**config.mk**
```make
export PLATFORM = sky130hd
export DESIGN_NAME = voice_scheduler
export DESIGN_NICKNAME = d
export VERILOG_FILES = /design/src/rtl/voice_scheduler.sv
export SDC_FILE = /design/constraint.sdc
export NUM_CORES = 1
export LEC_CHECK = 0
export ABC_AREA = 0
export CAP_MARGIN = 25
export CORE_MARGIN = 3
export CORE_UTILIZATION = 36
export CTS_CLUSTER_DIAMETER = 60
export DETAILED_ROUTE_END_ITERATION = 10
export PLACE_DENSITY = 0.75
export SETUP_SLACK_MARGIN = 0.2
export SKIP_LAST_GASP = 1
export SYNTH_ARGS = -nofsm -noshare
export SYNTH_HDL_FRONTEND = slang
export SYNTH_SLANG_ARGS = --single-unit
export TNS_END_PERCENT = 5
```
**constraint.sdc**
```tcl
create_clock -name clk -period 1.28 [get_ports clk]
set_input_delay 0.192 -clock clk [delete_from_list [all_inputs] [get_ports clk]]
set_output_delay 0.192 -clock clk [all_outputs]
set_load 0.005 [all_outputs]
```
**src/rtl/voice_scheduler.sv**
```systemverilog
// -----------------------------------------------------------------------------
// voice_scheduler
//
// Purpose:
//   Accepts note events on a valid/ready handshake and hands each one to a
//   free note_player voice. Every accepted event walks IDLE -> LOAD -> SETTLE.
//   During LOAD the chosen voice gets a one-cycle load strobe, and the shared
//   note/duration buses carry the registered event. SETTLE blocks acceptance
//   for one more cycle so that the voice has time to take the load. Rest
//   events (note 0) and zero-duration events pass through the same three
//   states but never strobe a voice.
//
// Configuration:
//   VOICE_SCHEDULER_STEAL_EN - when defined, an event arriving while every
//   voice is busy steals the voice holding the oldest 2-bit age stamp (lowest
//   index on a tie). When undefined, ev_ready stays low until a voice frees,
//   and no age logic is built.
//
// Ports:
//   clk              in   system clock, all state on the rising edge
//   reset_n          in   asynchronous active-low reset
//   play_enable      in   global gate; low blocks new acceptances only
//   ev_valid         in   note event offered
//   ev_note[5:0]     in   note index, 0 = rest
//   ev_duration[5:0] in   duration in beats
//   ev_ready         out  event taken on a cycle with ev_valid && ev_ready
//   done_with_note   in   per-voice completion pulses
//   load_new_note    out  one-hot one-cycle load strobe per voice
//   note_to_load     out  registered note, shared by all voices
//   duration_to_load out  registered duration, shared by all voices
//   voice_busy       out  per-voice occupancy flags
//   active_count     out  number of busy voices
//   idle             out  high in IDLE with no voice busy
// -----------------------------------------------------------------------------
module voice_scheduler #(
  parameter int NUM_VOICES = 3
) (
  input  logic                  clk,
  input  logic                  reset_n,
  input  logic                  play_enable,
  input  logic                  ev_valid,
  input  logic [5:0]            ev_note,
  input  logic [5:0]            ev_duration,
  output logic                  ev_ready,
  input  logic [NUM_VOICES-1:0] done_with_note,
  output logic [NUM_VOICES-1:0] load_new_note,
  output logic [5:0]            note_to_load,
  output logic [5:0]            duration_to_load,
  output logic [NUM_VOICES-1:0] voice_busy,
  output logic [2:0]            active_count,
  output logic                  idle
);

  typedef enum logic [1:0] {
    ST_IDLE   = 2'd0,
    ST_LOAD   = 2'd1,
    ST_SETTLE = 2'd2
  } state_t;

  state_t                  state_q, state_d;
  logic [5:0]              note_q, note_d;
  logic [5:0]              dur_q, dur_d;
  logic [1:0]              target_q, target_d;
  // Set when the latched event really plays (non-rest, non-zero duration).
  logic                    real_q, real_d;
  logic [NUM_VOICES-1:0]   busy_q, busy_d;

  logic                    any_free;
  logic [1:0]              free_idx;
  logic                    voice_avail;
  logic [1:0]              target_sel;
  logic                    accept;
  logic [NUM_VOICES-1:0]   target_onehot;

  // ---------------------------------------------------------------------------
  // Lowest-index free voice. Scanning downwards lets the lowest index win.
  // ---------------------------------------------------------------------------
  always_comb begin
    any_free = 1'b0;
    free_idx = 2'd0;
    for (int v = NUM_VOICES - 1; v >= 0; v--) begin
      if (!busy_q[v]) begin
        any_free = 1'b1;
        free_idx = 2'(v);
      end
    end
  end

  genvar gi;
  generate
    for (gi = 0; gi < NUM_VOICES; gi++) begin : g_onehot
      assign target_onehot[gi] = (target_q == 2'(gi));
    end
  endgenerate

`ifdef VOICE_SCHEDULER_STEAL_EN
  // ---------------------------------------------------------------------------
  // Voice stealing. Each voice remembers the load counter value at its last
  // real load. Relative age is (counter - stamp - 1) mod 4, so the most recent
  // load reads 0, and a stamp equal to the counter (four loads back) reads 3,
  // which is the oldest.
  // ---------------------------------------------------------------------------
  logic [1:0]                  cnt_q;
  logic [NUM_VOICES-1:0][1:0]  age_q;
  logic [NUM_VOICES-1:0][1:0]  age_rel;
  logic [1:0]                  oldest_idx;
  logic [1:0]                  oldest_rel;

  for (gi = 0; gi < NUM_VOICES; gi++) begin : g_age_rel
    assign age_rel[gi] = cnt_q - age_q[gi] - 2'd1;
  end

  // A strict greater-than keeps the lowest index on a tie.
  always_comb begin
    oldest_idx = 2'd0;
    oldest_rel = age_rel[0];
    for (int v = 1; v < NUM_VOICES; v++) begin
      if (age_rel[v] > oldest_rel) begin
        oldest_rel = age_rel[v];
        oldest_idx = 2'(v);
      end
    end
  end

  always_ff @(posedge clk or negedge reset_n) begin
    if (!reset_n) begin
      cnt_q <= 2'd0;
      age_q <= '0;
    end else if (load_new_note != '0) begin
      cnt_q <= cnt_q + 2'd1;
      for (int v = 0; v < NUM_VOICES; v++) begin
        if (load_new_note[v]) begin
          age_q[v] <= cnt_q;
        end
      end
    end
  end

  assign voice_avail = 1'b1;
  assign target_sel  = any_free ? free_idx : oldest_idx;
`else
  assign voice_avail = any_free;
  assign target_sel  = free_idx;
`endif

  // ---------------------------------------------------------------------------
  // FSM: state register
  // ---------------------------------------------------------------------------
  always_ff @(posedge clk or negedge reset_n) begin
    if (!reset_n) begin
      state_q  <= ST_IDLE;
      note_q   <= 6'd0;
      dur_q    <= 6'd0;
      target_q <= 2'd0;
      real_q   <= 1'b0;
      busy_q   <= '0;
    end else begin
      state_q  <= state_d;
      note_q   <= note_d;
      dur_q    <= dur_d;
      target_q <= target_d;
      real_q   <= real_d;
      busy_q   <= busy_d;
    end
  end

  // ---------------------------------------------------------------------------
  // FSM: next state and outputs
  // ---------------------------------------------------------------------------
  always_comb begin
    state_d       = state_q;
    note_d        = note_q;
    dur_d         = dur_q;
    target_d      = target_q;
    real_d        = real_q;
    ev_ready      = 1'b0;
    load_new_note = '0;
    accept        = 1'b0;

    case (state_q)
      ST_IDLE: begin
        // Gating with reset_n keeps ready low while reset is held.
        ev_ready = reset_n && play_enable && voice_avail;
        accept   = ev_valid && ev_ready;
        if (accept) begin
          state_d  = ST_LOAD;
          note_d   = ev_note;
          dur_d    = ev_duration;
          target_d = target_sel;
          real_d   = (ev_note != 6'd0) && (ev_duration != 6'd0);
        end
      end
      ST_LOAD: begin
        // Driven from state: an asynchronous reset removes the strobe at once.
        if (real_q) begin
          load_new_note = target_onehot;
        end
        state_d = ST_SETTLE;
      end
      ST_SETTLE: begin
        state_d = ST_IDLE;
      end
      default: begin
        state_d = ST_IDLE;
      end
    endcase
  end

  // Completion clears busy. A load in the same cycle wins over a completion.
  // A completion on an idle voice changes nothing.
  assign busy_d = (busy_q & ~done_with_note) | load_new_note;

  always_comb begin
    active_count = 3'd0;
    for (int v = 0; v < NUM_VOICES; v++) begin
      active_count = active_count + {2'b00, busy_q[v]};
    end
  end

  assign note_to_load     = note_q;
  assign duration_to_load = dur_q;
  assign voice_busy       = busy_q;
  assign idle             = (state_q == ST_IDLE) && (busy_q == '0);

endmodule

```
=== After elaboration in Yosys (flattened, before gate mapping) ===
Cells that the tools add are included.

* Logic and storage cells: 37
* Input port bits: 19
* Register bits after elaboration: 20

* Bitwise operators: 3
* Mux-type cells: 11
* Eq/ne operators: 4
* Reductions and logical operators: 11
* Add/sub/neg operators: 2

{| class="wikitable"
|+ Operators with widths
! kind !! count
|-
| 6-bit nonzero test || 2
|-
| 2-bit 2-to-1 mux || 4
|-
| 3-bit 2-to-1 mux || 2
|-
| 1-bit logical AND || 5
|-
| 2-bit by 1-bit equality test with 1-bit output, second input constant || 2
|-
| 2-bit zero test || 2
|-
| 1-bit 2-to-1 mux || 4
|-
| 2-bit case mux with 2 select lines || 1
|-
| 2-bit by 1-bit adder with 3-bit output || 1
|-
| 3-bit AND || 1
|-
| 3-bit zero test || 1
|-
| 3-bit inverter || 1
|-
| 3-bit bitwise OR || 1
|-
| 1-bit by 1-bit adder with 2-bit output || 1
|-
| 2-bit equality test, second input constant || 1
|-
| 2-bit != test, second input constant || 1
|-
| 2-bit AND reduction || 1
|}

=== Depth between registers and ports, before layout ===
Gate-level depths: netlist of the first run.

* Depth in word-level cells: 7
* Mapped depth: 4
* Mapped depth without buffers: 3

=== Worst setup path before layout of the first run ===
No wires, ideal clock.

* Kind: reg-to-reg
* Start point: reg busy_q[1] (netlist: voice_busy[1])
* End point: reg dur_q[2] (netlist: duration_to_load[2])
* Path slack: -0.152 ns
* Cell stages (with the launch flop): 5
* Setup time: 0.125 ns
* Period minus slack after synthesis: 1.432 ns
* Arrival: 1.307 ns
* Cell sequence: dfrtp_1 -> nand2_1 -> o211ai_4 -> buf_6 -> mux2_4

* Cells in the longest elaborated chain, start to end: 5

{| class="wikitable"
|+ RTL lines
! item !! RTL line !! RTL
|-
| start, declared || 66 || <nowiki>logic [NUM_VOICES-1:0] busy_q, busy_d;</nowiki>
|-
| start signal, assigned || 163 || <nowiki>busy_q <= busy_d;</nowiki>
|-
| 1-bit 2-to-1 mux (2 in a row) || 82 || <nowiki>if (!busy_q[v]) begin</nowiki>
|-
| 1-bit logical AND || 183 || <nowiki>ev_ready = reset_n && play_enable && voice_avail;</nowiki>
|-
| 1-bit logical AND || 184 || <nowiki>accept = ev_valid && ev_ready;</nowiki>
|-
| 2-bit AND reduction (no line) || - ||
|-
| end signal, assigned || 160 || <nowiki>dur_q <= dur_d;</nowiki>
|-
| end, declared || 62 || <nowiki>logic [5:0] dur_q, dur_d;</nowiki>
|}

Every way passes these cells.
A chain may end at the register's enable or synchronous reset.

=== Worst setup path in the final report of the first run ===
* Start point: reg state_q[0]
* End point: out ev_ready

* Cells in the longest elaborated chain, start to end: 2

{| class="wikitable"
|+ RTL lines
! item !! RTL line !! RTL
|-
| start, declared || 60 || <nowiki>state_t state_q, state_d;</nowiki>
|-
| start signal, assigned || 158 || <nowiki>state_q <= state_d;</nowiki>
|-
| 2-bit zero test || 180 || <nowiki>case (state_q)</nowiki>
|-
| 1-bit 2-to-1 mux || 180 ||
|-
| end, declared || 44 || <nowiki>output logic ev_ready,</nowiki>
|}

Every way passes these cells.

==> run metrics, run 1 <==
final WL=2.36 mm; clock sink total=20; run status=finished with violations; RSZ-0062 raised after global routing=yes; met3 Resource Use GR=5.29%; Yosys reg bits=20; deepest clock path buffer count=2; CP endpoint kind=primary output; met2 Resource Use GR=26.4%; register area share after synthesis=54.7%; VDD IR-drop max=0.881 mV; core footprint=2320 sq um; vias in the first global route=821; post-place setup slack=-0.508 ns; layout filler cell count=185; clk_skew=0.00689 ns; Switching Fraction=24.9%; Port-buffer cells=40; die area=3180 sq um; Crit path largest cell delay=0.42 ns; commonest non-fill, non-tap cells in the layout=33 x clkdlybuf4s50_1, 19 x dfrtp_1, 18 x buf_4; Pwr Density=1070 nW/um^2; GP Congestion=0.803; layout cell share with drive strength beyond 1=38.5%; Die H=56.4 microns; clk slew on worst S/H paths=0.11 ns; global-route wire length before repair=3.80 mm; final worst slack=-0.423 ns; Root Driver=clkbuf_4; Remaining Overflow, GRT=0; clock share of power=18.2%; ANT nets after route=0; critical path class=flip-flop to primary output; failing checks=negative setup slack; crit-path cells=buf_6 > and4bb_4 > o21a_1 > dlygate4sd2_1; WP data required=1.09 ns; switching pwr=413 uW; horizontal die dimension=56.4 microns; busiest grt layer=met2; CTS tree=yes; final-report hold violation count=0; DRC=0; DP HPWL=1.62 mm; Initial Util=39.4%; setup_tns=-9.48 ns; P_int=1240 uW; All-Layer GR Usage=15.1%; Critical Path AT=1.51 ns; Static Leak=0.000771 uW; Vias/cell=4.82; Syn. warnings=0; Distinct cells, synth=24; min cycle time layout=1.70 ns; most common cell after layout, fill and taps aside=clkdlybuf4s50_1; Diodes inserted=0; mapped cell area=915 sq um; Seq pwr share=48.7%; wire per inst=14.9 microns; # H-tree levels=1; max cap viols=0; CP Launch Type=flip-flop; Rel. slew slack=66.7%; drt first-iter violations=9; pin count of the biggest net entering global routing=21; Clock Latency Late Sink=0.29 ns; via count=762; HP Class=input pin to asynchronous set/reset pin; crit path launch=state_q[0]; final setup vio count=39; final net count=151; GR Util met1=18.2%; Ports=42; Mapped Cells=65; max-slew violations=0; area delta synth->final=70.0%; Comb pwr share=33.2%; total power=1660 uW; reg2reg start=state_q[0]; DR pass1 iterations=4; Net Count, Synth=85; worst slew pin tran=0.498 ns; total clock buffers created by CTS=3; FMAX=0.587 GHz; syn_area_per_cell=14.1 sq um; Slowest-stage cell, CP=dfrtp_1; period utilisation layout=133%; maximum fanout along the worst path=2; initial antenna violation count=0; Core Rows=17
## cells in the mapped netlist (all sizes together)
library cell,n,area share (%)
nand2,1,0.41
o21bai,2,1.6
nand3b,1,0.82
dfrtp,20,55
o211ai,1,2.3
and4bb,1,1.8
nor3b,1,0.82
a22o,1,0.96
buf,2,2.1
nor3,1,0.55
inv,4,1.6
nor2,5,2.1
or4,1,0.82
a31oi,2,1.4
and2,1,0.68
fa,1,2.2
and2b,1,0.82
conb,1,0.41
mux2,14,21
a22oi,1,0.82
nor4,2,1.4
o21a,1,0.82
## per-layer routing
| layer | up-vias | share of wire, % |
|---|---|---|
| met5 | - | 0 |
| met4 | 0 | 0 |
| met3 | 0 | 9.3 |
| met2 | 38 | 46 |
| met1 | 361 | 44 |
| li1 | 363 | - |
## flip-flops by register name, summed over array words and instances, names as in the netlist
signal,count
duration_to_load,6
note_to_load,6
real_q,1
state_q,2
target_q,2
voice_busy,3
## final cells by class
| type | count | area, sq um | area share [%] |
|---|---|---|---|
| timing repair buffer | 62 | 561 | 36.0 |
| multi-input combinational | 40 | 417 | 26.8 |
| tap | 28 | 35.0 | 2.25 |
| clock buffer | 4 | 26.3 | 1.69 |
| inverter | 4 | 15.0 | 0.965 |
| sequential | 20 | 502 | 32.3 |
## worst paths after layout
check | endpoint | slack, ns | cells after the start
max | ev_ready | -0.42 | 4
min | voice_busy[0] | 0.30 | 2
max reg2reg | duration_to_load[4] | -0.42 | 5
min reg2reg | duration_to_load[3] | 0.52 | 1
max in group asynchronous | voice_busy[1] | 0.76 | 2
min in group clk | voice_busy[0] | 0.46 | 2
## power by group through the flow
stage	logic (uW)	registers, uW	clock network, uW
floorplan	178	817	0
global placement	524	811	0
detailed placement	532	815	0
CTS	546	807	309
global route	594	823	346
finish	550	807	301
## worst max-delay path: cells and delay by family (launching register included)
kind / cells / cell delay [ns]
AND/OR/NAND/NOR: 1 / 0.33
AO/OA/AOI/OAI: 1 / 0.12
flip-flops: 1 / 0.42
buffers and inverters: 2 / 0.35
## stage by stage
stage	cells	utilization, %	hold slack [ns]	instance area, sq um
after floorplan	65	-	-0.104	918
after CTS	157	66.2	0.291	1540
after detailed placement	145	62.1	0.492	1440
after global routing	158	67.1	0.302	1560
after global placement	145	62.1	0.489	1440
final	158	67.1	0.296	1560
## kinds of logic after synthesis
logic type	share of synthesized area [%]
buffers and inverters	3.69
other	0.410
adders and majority gates	2.19
and+or+nand+nor	10.1
AOI/OAI and AO/OA	7.93
muxes	20.9
DFF	54.7
## timing repair
item,4_1_cts,5_1_grt
buffers inserted,8,0
pin swaps,8,2
endpoints found under the setup margin,41,41
resized for setup,23,2
hold buffers,0,0
cloned,0,1
Power figures use the tool's default switching activity.
==> run 2, diff against run 1 <==
--- a/config.mk
+++ b/config.mk
@@ -8,10 +8,10 @@
 export ABC_AREA = 0
 export CAP_MARGIN = 25
 export CORE_MARGIN = 3
-export CORE_UTILIZATION = 36
+export CORE_UTILIZATION = 34
 export CTS_CLUSTER_DIAMETER = 60
 export DETAILED_ROUTE_END_ITERATION = 10
-export PLACE_DENSITY = 0.75
+export PLACE_DENSITY = 0.72
 export SETUP_SLACK_MARGIN = 0.2
 export SKIP_LAST_GASP = 1
 export SYNTH_ARGS = -nofsm -noshare
==> run metrics, run 2 (synthesis results as in run 1) <==
layout cell share with drive strength beyond 1=35.7%; total power=1650 uW; most common cell after layout, fill and taps aside=clkdlybuf4s50_1; Diodes inserted=0; max cap viols=0; DR pass1 iterations=4; Crit path largest cell delay=0.50 ns; crit-path cells=buf_6 > or4_1 > nor2_1 > buf_2; area delta synth->final=64.7%; clock share of power=18.8%; global-route wire length before repair=3.46 mm; clk_skew=0.00259 ns; Final Util=59.7%; core footprint=2520 sq um; total clock buffers created by CTS=3; DP HPWL=1.62 mm; clk slew on worst S/H paths=0.11 ns; clock sink total=20; critical path class=flip-flop to primary output; maximum fanout along the worst path=3; ANT nets after route=0; initial antenna violation count=0; final-report hold violation count=0; GP Congestion=0.869; WP data required=1.09 ns; horizontal die dimension=57.9 microns; commonest non-fill, non-tap cells in the layout=33 x clkdlybuf4s50_1, 19 x dfrtp_1, 18 x buf_4; Die H=57.9 microns; Seq pwr share=49.1%; RSZ-0062 raised after global routing=yes; Slowest-stage cell, CP=or4_1; CTS tree=yes; Critical Path AT=1.54 ns; Ports=42; Switching Fraction=24.9%; Clock Latency Late Sink=0.29 ns; delay-heaviest family, CP=simple AND/OR/NAND/NOR gates; min cycle time layout=1.74 ns; DRC=0; Core Rows=18; R2R depth=5; worst slew pin tran=0.639 ns; FMAX=0.576 GHz; VDD IR-drop max=0.754 mV; wire per inst=13.9 microns; failing checks=negative setup slack; reg2reg setup slack=-0.39 ns; worst reg2reg path endpoint=duration_to_load[5]; P_int=1240 uW; die area=3350 sq um; Vias/cell=4.72; final worst slack=-0.456 ns; final setup vio count=38; deepest clock path buffer count=2; Initial Util=36.3%; CTS Hold Buffers Added=0; setup_tns=-9.77 ns; CP endpoint kind=primary output; via count=736; final WL=2.17 mm; run status=finished with violations; All-Layer GR Usage=13.2%; Remaining Overflow, GRT=0; drt first-iter violations=4; final net count=147; # H-tree levels=1; pin count of the biggest net entering global routing=21; Pwr Density=1090 nW/um^2; period utilisation layout=136%; Rel. slew slack=57.2%; HP Class=input pin to asynchronous set/reset pin; CP Launch Type=flip-flop; Comb pwr share=32.1%; vias in the first global route=779; Port-buffer cells=40; reg2reg start=state_q[1]; Root Driver=clkbuf_4; switching pwr=410 uW; critical path buffer and inverter count=2; Static Leak=0.000734 uW; max-slew violations=0
[run 2: worst max-delay path by stage]
stage	startpoint	to	cells after the start	slack, ns
floorplan	state_q[1]	duration_to_load[2]	4	-0.13
global placement	reset_n	ev_ready	4	-0.47
detailed placement	reset_n	ev_ready	4	-0.51
CTS	state_q[1]	idle	4	-0.46
global route	state_q[1]	idle	4	-0.53
finish	state_q[1]	idle	4	-0.46
[run 2: power groups by stage]
stage / combinational [uW] / sequential, uW / clock, uW
5_1_grt: 573 / 824 / 349
3_5_place_dp: 530 / 815 / 0
2_1_floorplan: 178 / 817 / 0
6_report: 528 / 808 / 310
4_1_cts: 536 / 810 / 312
3_3_place_gp: 516 / 814 / 0
[run 2: worst register-to-register path, cell delays in order, from the launching register on]
cell	delay, ns
dfrtp_1	0.41
buf_4	0.14
and4bb_4	0.29
buf_4	0.13
o211ai_4	0.22
mux2_4	0.37
[run 2: layout make-up]
| type | instances | area (sq um) |
|---|---|---|
| clock buffer | 4 | 26.3 |
| fill | 236 | 1020 |
| inverter | 4 | 15.0 |
| multi-input combinational | 39 | 395 |
| sequential | 20 | 502 |
| tap | 30 | 37.5 |
| timing repair buffer | 59 | 531 |
[run 2: per-layer routing]
metal	track usage [%]	up-vias	wire length [microns]
li1	-	353	-
met1	17.8	352	979
met2	21.3	31	1000
met3	3.79	0	187
met4	2.98	0	0
met5	0	-	0
[run 2: through the flow]
step	hold WS (ns)	setup slack (ns)	cells	instance area, sq um
floorplan	-0.104	-0.132	65	918
global placement	0.488	-0.467	144	1420
detailed placement	0.493	-0.508	144	1420
CTS	0.297	-0.461	155	1500
global route	0.299	-0.529	156	1510
finish	0.289	-0.456	156	1510
[run 2: repair_timing]
item                                    CTS  global route
resized for setup                        14             2
buffers inserted                          7             1
pin swaps                                 4             2
endpoints found under the setup margin   39            41
==> RTL edit: new RTL, flow settings as in run 2 <==
The 3 states of `state_t` get a one-hot encoding in 3 bits.
--- a/src/rtl/voice_scheduler.sv
+++ b/src/rtl/voice_scheduler.sv
@@ -51,10 +51,10 @@
   output logic                  idle
 );
 
-  typedef enum logic [1:0] {
-    ST_IDLE   = 2'd0,
-    ST_LOAD   = 2'd1,
-    ST_SETTLE = 2'd2
+  typedef enum logic [2:0] {
+    ST_IDLE   = 3'b001,
+    ST_LOAD   = 3'b010,
+    ST_SETTLE = 3'b100
   } state_t;
 
   state_t                  state_q, state_d;
Check against the original RTL: no difference found for any inputs over 10 cycles, from zero or initial values and one cycle with reset_n low; not proved beyond that.
==> RTL edit against run 2 <==
- the run still ends with negative setup slack left
- sequential cell count is 1 higher
- register-to-register slack got worse by 0.18 ns
- maximum frequency shrank 6.4%
- non-clock buffer count down 1
- setup slack lost 0.12 ns
- count of clock-buffer cells in the layout unchanged
- clock skew increased by 0.0011 ns
- wire length is 0.65% higher
- combinational power fell by 8.7%
- synthesized cell count up 11%
- cell area up 2.0%
- first-iteration DRC count rose by 100%
- synthesized area rose by 4.1%
- power shrank 1.7%
- critical endpoint is now note_to_load[1]
- highest routed layer unchanged
==> RTL edit: results (changes against run 2) <==
* Syn nets at 92 (+8.2%)
* Met2 wire length at 1070 um (+6.9%)
* Post-synthesis sequential area ratio at 55.3% (+0.60 points)
* Share of layout cells above drive strength 1 at 32.3% (-3.4 points)
* Highest ir drop seen on vdd at 0.000736 V (-2.4%)
* Routed wire length at 2180 um (+0.65%)
* WHS at 0.279 ns (-0.00972 ns)
* First-pass GRT wire length at 3730 um (+8.0%)
* Pin count of the biggest net entering global routing at 17 (-19%)
* # setup viols final at 42 (+11%)
* Worst R2R End: note_to_load[1]
* Commonest cells post-synth: dfrtp_1, mux2_4, mux2_2
* Failing checks: negative setup slack
* Fillers at 229 (-3.0%)
* Gpl congestion at 0.684 (-21%)
* Drt wl/cell at 13.6 um (-1.9%)
* Leak at 0.733 nW (about the same)
* Synth area leaders: dfrtp_1, mux2_4, mux2_2
* Status: complete, but fails checks
* Post CTS Setup Buffer Count at 0 (-7)
* Setup TNS at -14.20 ns (-4.43 ns)
* Global Route Usage Sum at 14.2% (+0.93 points)
* Delay-heaviest family, CP: flip-flops
* Met1 Routed Length at 855 um (-13%)
* Met3 wire length at 255 um (+36%)
* Post-synthesis cell count at 72 (+11%)
* Setup ws final at -0.574 ns (-0.118 ns)
* Critical Path AT at 2.05 ns (+0.51 ns)
* Largest stage delay on the critical path at 0.54 ns (+0.04 ns)
* Crit Path Class: reg -> reg
* Number of global-route vias before repair at 849 (+9.0%)
* Slowest stage cell on the critical path: dfstp_2
## RTL edit: kinds of logic after synthesis
| logic type | synth area share (%) |
|---|---|
| compound gates | 6.57 |
| fa+ha+maj | 2.10 |
| buf+inv | 6.04 |
| flops | 55.3 |
| mux | 18.1 |
| other cells | 0.394 |
| simple gates | 11.4 |
## RTL edit: cell type report
type                            count  share of cell area (%)
Timing Repair Buffer               58                    35.1
Sequential cell                    21                    34.3
Multi-Input combinational cell     42                    25.2
Tap cell                           30                    2.44
Clock buffer                        4                    1.71
Inverter                            5                    1.22
## RTL edit: worst reg2reg max path, cell delays in order, from the launching register on
cell	delay (ns)
dfstp_2	0.54
or3b_4	0.41
a311o_1	0.33
buf_12	0.17
mux2_4	0.30
## RTL edit: power breakdown
group          internal, W  switching (W)  leakage (nW)
clock network     0.000121       0.000190        0.0150
logic             0.000346       0.000136         0.461
registers         0.000766      0.0000596         0.257
